**config.mk**
```make
export PLATFORM = sky130hd
export DESIGN_NAME = mux_seq_addsub_8b
export DESIGN_NICKNAME = d
export VERILOG_FILES = /design/src/rtl/mux_seq_pkg.sv /design/src/rtl/mux_seq_addsub_8b_addsub_core.sv /design/src/rtl/mux_seq_addsub_8b.sv
export SDC_FILE = /design/constraint.sdc
export NUM_CORES = 1
export LEC_CHECK = 0
export CORE_MARGIN = 4
export CORE_UTILIZATION = 45
export CTS_BUF_LIST = sky130_fd_sc_hd__clkbuf_2 sky130_fd_sc_hd__clkbuf_4 sky130_fd_sc_hd__clkbuf_8
export DETAILED_ROUTE_END_ITERATION = 10
export GPL_TIMING_DRIVEN = 0
export PLACE_DENSITY_LB_ADDON = 0.12
export REMOVE_ABC_BUFFERS = 1
export SKIP_CTS_REPAIR_TIMING = 1
export SYNTH_ARGS = -nofsm -noshare
export SYNTH_HDL_FRONTEND = slang
export SYNTH_HIERARCHICAL = 1
export SYNTH_SLANG_ARGS = --single-unit
```
**constraint.sdc**
```tcl
create_clock -name clk -period 3.9 [get_ports clk]
set_clock_uncertainty 0.05 [all_clocks]
set_input_delay 0.78 -clock clk [delete_from_list [all_inputs] [get_ports clk]]
set_output_delay 0.78 -clock clk [all_outputs]
set_load 0.02 [all_outputs]
```
**src/rtl/mux_seq_pkg.sv**
```systemverilog
// Shared constants for the sequential add/sub controller.
package mux_seq_pkg;

  localparam int DEF_WIDTH = 8;

  localparam logic [1:0] ST_IDLE  = 2'd0;
  localparam logic [1:0] ST_SEL_A = 2'd1;
  localparam logic [1:0] ST_SEL_B = 2'd2;
  localparam logic [1:0] ST_DONE  = 2'd3;

endpackage

```
**src/rtl/mux_seq_addsub_8b_addsub_core.sv**
```systemverilog
// Combinational add/sub with carry and signed overflow flags.
// MUX_SEQ_SAT_EN: unsigned saturation of sum; flags stay raw.
module addsub_core
  import mux_seq_pkg::*;
#(
  parameter int WIDTH = DEF_WIDTH
) (
  input  logic [WIDTH-1:0] a,
  input  logic [WIDTH-1:0] b,
  input  logic             sub,
  output logic [WIDTH-1:0] sum,
  output logic             cout,
  output logic             ovf
);

  logic [WIDTH-1:0] b_eff;
  logic [WIDTH:0]   raw;

  assign b_eff = sub ? ~b : b;
  assign raw   = {1'b0, a} + {1'b0, b_eff} + {{WIDTH{1'b0}}, sub};
  assign cout  = raw[WIDTH];
  assign ovf   = (a[WIDTH-1] == b_eff[WIDTH-1]) &&
                 (raw[WIDTH-1] != a[WIDTH-1]);

`ifdef MUX_SEQ_SAT_EN
  always_comb begin
    sum = raw[WIDTH-1:0];
    if (!sub && raw[WIDTH])
      sum = {WIDTH{1'b1}};
    else if (sub && !raw[WIDTH])
      sum = {WIDTH{1'b0}};
  end
`else
  assign sum = raw[WIDTH-1:0];
`endif

endmodule

```
**src/rtl/mux_seq_addsub_8b.sv**
```systemverilog
// Steers an upstream 2:1 mux to fetch A then B and returns A+B / A-B.
// Saturation option: MUX_SEQ_SAT_EN (see addsub_core).
module mux_seq_addsub_8b
  import mux_seq_pkg::*;
#(
  parameter int WIDTH = DEF_WIDTH
) (
  input  logic             clk,
  input  logic             rst_n,
  input  logic             start,
  input  logic             sub,
  input  logic [WIDTH-1:0] Y,
  output logic             S,
  output logic             busy,
  output logic             out_valid,
  input  logic             out_ready,
  output logic [WIDTH-1:0] SUM,
  output logic             COUT,
  output logic             OVF
);

  logic [1:0]       state_q, state_d;
  logic             s_q, s_d;
  logic             sub_q, sub_d;
  logic [WIDTH-1:0] opa_q, opa_d;
  logic [WIDTH-1:0] sum_q, sum_d;
  logic             cout_q, cout_d;
  logic             ovf_q, ovf_d;
  logic             vld_q, vld_d;

  logic [WIDTH-1:0] c_sum;
  logic             c_cout;
  logic             c_ovf;

  addsub_core #(.WIDTH(WIDTH)) u_core (
    .a    (opa_q),
    .b    (Y),
    .sub  (sub_q),
    .sum  (c_sum),
    .cout (c_cout),
    .ovf  (c_ovf)
  );

  always_comb begin
    state_d = state_q;
    sub_d   = sub_q;
    opa_d   = opa_q;
    sum_d   = sum_q;
    cout_d  = cout_q;
    ovf_d   = ovf_q;
    vld_d   = vld_q;
    unique case (state_q)
      ST_IDLE: begin
        if (start) begin
          state_d = ST_SEL_A;
          sub_d   = sub;
        end
      end
      ST_SEL_A: begin
        opa_d   = Y;
        state_d = ST_SEL_B;
      end
      ST_SEL_B: begin
        sum_d   = c_sum;
        cout_d  = c_cout;
        ovf_d   = c_ovf;
        vld_d   = 1'b1;
        state_d = ST_DONE;
      end
      ST_DONE: begin
        // start only counts once the result is taken
        if (out_ready) begin
          vld_d = 1'b0;
          if (start) begin
            state_d = ST_SEL_A;
            sub_d   = sub;
          end else begin
            state_d = ST_IDLE;
          end
        end
      end
      default: state_d = ST_IDLE;
    endcase
  end

  assign s_d = (state_d == ST_SEL_B);

  always_ff @(posedge clk or negedge rst_n) begin
    if (!rst_n) begin
      state_q <= ST_IDLE;
      s_q     <= 1'b0;
      sub_q   <= 1'b0;
      opa_q   <= '0;
      sum_q   <= '0;
      cout_q  <= 1'b0;
      ovf_q   <= 1'b0;
      vld_q   <= 1'b0;
    end else begin
      state_q <= state_d;
      s_q     <= s_d;
      sub_q   <= sub_d;
      opa_q   <= opa_d;
      sum_q   <= sum_d;
      cout_q  <= cout_d;
      ovf_q   <= ovf_d;
      vld_q   <= vld_d;
    end
  end

  assign S         = s_q;
  assign busy      = (state_q != ST_IDLE);
  assign out_valid = vld_q;
  assign SUM       = sum_q;
  assign COUT      = cout_q;
  assign OVF       = ovf_q;

endmodule

```
==> impl_metrics.ini <==
[setup_path]
cp-startpoint = Y[0]
worstRegToRegCells = 7
crit_required_ps = 4060
arrival_ps = 2950
start_kind = primary input
r2r-start = sub_q
critPathMaxFanout = 3
crit_type = primary input to flip-flop
end_kind = flip-flop
reg2reg_slack_ps = 1370
worstReg2RegEnd = OVF

[clocking]
clkTransAtPathRegs_ps = 120
cts_buffers = 3
clock-sinks = 23
cts_buffer_depth = 2
worstSkewPairLatency_ps = 310
cts_tree = built
htreeDepth = 1
cts_root_buffer = clkbuf_4

[placed_design]
dp_hpwl_mm = 1.88
routabilityCongestion = 0.784
place_area_mm2 = 0.00165
io_buffers = 25

[yosys]
synth-seq-area-share_pct = 41.1
ys_ff_latch = 23
ys_types = 39
syn_area_mm2 = 0.00140
synthCells = 120
yosysWarningCount = 6
syn_avg_cell_area_um2 = 11.7

[drt]
vias = 974
drt_wl_total_mm = 2.44
drt_iter0_drc = 25
routed-wl-met2_mm = 1.25
vias_per_cell = 5.50
wl_met1_mm = 1.08
dr.pass1.iters = 4
drcViolationCount = 0
drtAntennaViolNets = 0
dr_wl_met3_um = 95
wl_per_cell_um = 13.8
maxUsedRoutingLayer = met4

[floorplanning]
io_pins = 26
die_area_mm2 = 0.00406
die_y_um = 63.8
core_mm2 = 0.00285
floorplan.initialDensity_pct = 49.0
row_count = 19
die_w_um = 63.8

[power_and_ir_drop]
netSwitchingPower_w = 0.000741
p_comb_share_pct = 66.9
ir_drop_mv = 0.380
pwr-share-seq_pct = 26.4
p_clk_share_pct = 6.7
intPower_w = 0.00102
powerDensity_mw_per_mm2 = 1050
p_leak_nw = 0.728
swShare_pct = 42.1

[final_layout]
area_growth_pct = 19.8
final_cell_area_mm2 = 0.00168
drive_gt1_share_pct = 20.5
diodes = 0
nNetsFinal = 168
layout_commonest_cell = clkdlybuf4s50_1
final_util_pct = 58.7
final_cell_mix = clkdlybuf4s50_1, dfrtp_1, mux2_2

[global_routing]
grt_pass1_wl_mm = 4.40
grt_overflow = 0
grt_max_degree = 24
grt_util_all_layers_pct = 13.6
grt_pass1_vias = 1001
antenna_found_initial = 0

[sta]
relSlewSlack_pct = 31.7
drv_slew = 0
setup_viol = 0
fmax_mhz = 358
rsz0062_at_grt = false
fin_crit_ps = 2790
finalHoldViolations = 0
min_period_over_period_pct = 71.5
tns_ps = 0
tightest_slew_ps = 1020

[hold_path]
hp-class = flip-flop to flip-flop
hold_path_depth = 2
hold_path_end = out_valid
hp-start = out_valid

[run_status]
outcome = complete, no violations

[flow_run]
drv_cap = 0
[power groups by stage]
stage,Sequential [W],Clock (W),Combinational [W]
global placement,0.000466,0,0.00116
CTS,0.000468,0.000125,0.00119
finish,0.000466,0.000117,0.00118
floorplan,0.000533,0,0.000815
global route,0.000485,0.000135,0.00131
detailed placement,0.000473,0,0.00118
[metal layers]
metal / up-vias / track usage [%]
met5: - / 0
met4: 0 / 5.66
met3: 2 / 2.45
met2: 20 / 23.7
met1: 473 / 16.5
li1: 479 / -
[worst max path at each step]
stage	to	depth (start not counted)
4_1_cts	COUT	8
5_1_grt	OVF	8
3_5_place_dp	COUT	8
2_1_floorplan	OVF	7
6_report	COUT	8
3_3_place_gp	COUT	8
[cell type report]
type                       count  area (µm²)
fill                         260        1180
multi-input combinational     89         762
timing repair buffer          25         250
tap                           31        38.8
inverter                       5        18.8
clock buffer                   4        30.0
sequential                    23         576
[flip-flops by register name, summed over array words and instances (netlist names)]
signal / cells
S: 1
opa_q: 8
out_valid: 1
SUM: 8
COUT: 1
state_q: 2
sub_q: 1
OVF: 1
[synthesized netlist by cell type (all sizes together)]
master / number / area, µm²
a221oi: 1 / 15.0
nand3: 2 / 10.0
nor4: 1 / 6.26
nor3b: 1 / 7.51
inv: 5 / 18.8
fa: 1 / 20.0
o22ai: 1 / 12.5
or2: 1 / 6.26
nor2: 7 / 26.3
mux2i: 2 / 23.8
or2b: 1 / 7.51
ha: 7 / 87.6
o21bai: 1 / 7.51
a21boi: 1 / 7.51
and2: 2 / 12.5
a41oi: 1 / 8.76
nor2b: 1 / 6.26
a211oi: 2 / 15.0
a311oi: 1 / 8.76
dfrtp: 23 / 576
o21a: 2 / 15.0
nand2b: 3 / 26.3
nand2: 5 / 18.8
a21oi: 4 / 20.0
o31ai: 1 / 7.51
a21o: 1 / 8.76
buf: 3 / 42.5
o31a: 1 / 8.76
o211ai: 1 / 7.51
nor3: 1 / 5.00
xor2: 9 / 78.8
o21ai: 5 / 28.8
xnor2: 3 / 26.3
mux2: 19 / 221
[worst max-delay path, cell delays in order]
cell	delay (ps)
clkdlybuf4s50_1	550
mux2i_2	300
fa_1	260
nor2b_1	70
o31a_1	270
o31ai_1	320
a21oi_1	120
mux2_2	270
[kinds of logic (layout without fill, tap and decap cells)]
kind of cell	Yosys count	count (layout)	share of synthesized area [%]
and+or+nand+nor	25	25	9.48
muxes	21	21	17.5
AOI/OAI and AO/OA	23	23	12.3
buffers and inverters	8	34	4.38
adders and majority gates	8	8	7.69
DFF	23	23	41.1
xor gates and xnor gates	12	12	7.51
[per-stage QoR]
| step | worst slack, ps | hold slack (ps) | total power [W] | instances |
|---|---|---|---|---|
| 2_1_floorplan | 1450 | 434 | 0.00135 | 117 |
| 3_3_place_gp | 791 | 416 | 0.00162 | 173 |
| 3_5_place_dp | 758 | 432 | 0.00166 | 173 |
| 4_1_cts | 1110 | 471 | 0.00178 | 177 |
| 5_1_grt | 936 | 483 | 0.00193 | 177 |
| 6_report | 1110 | 457 | 0.00176 | 177 |
(Power assumes the default switching activity.)
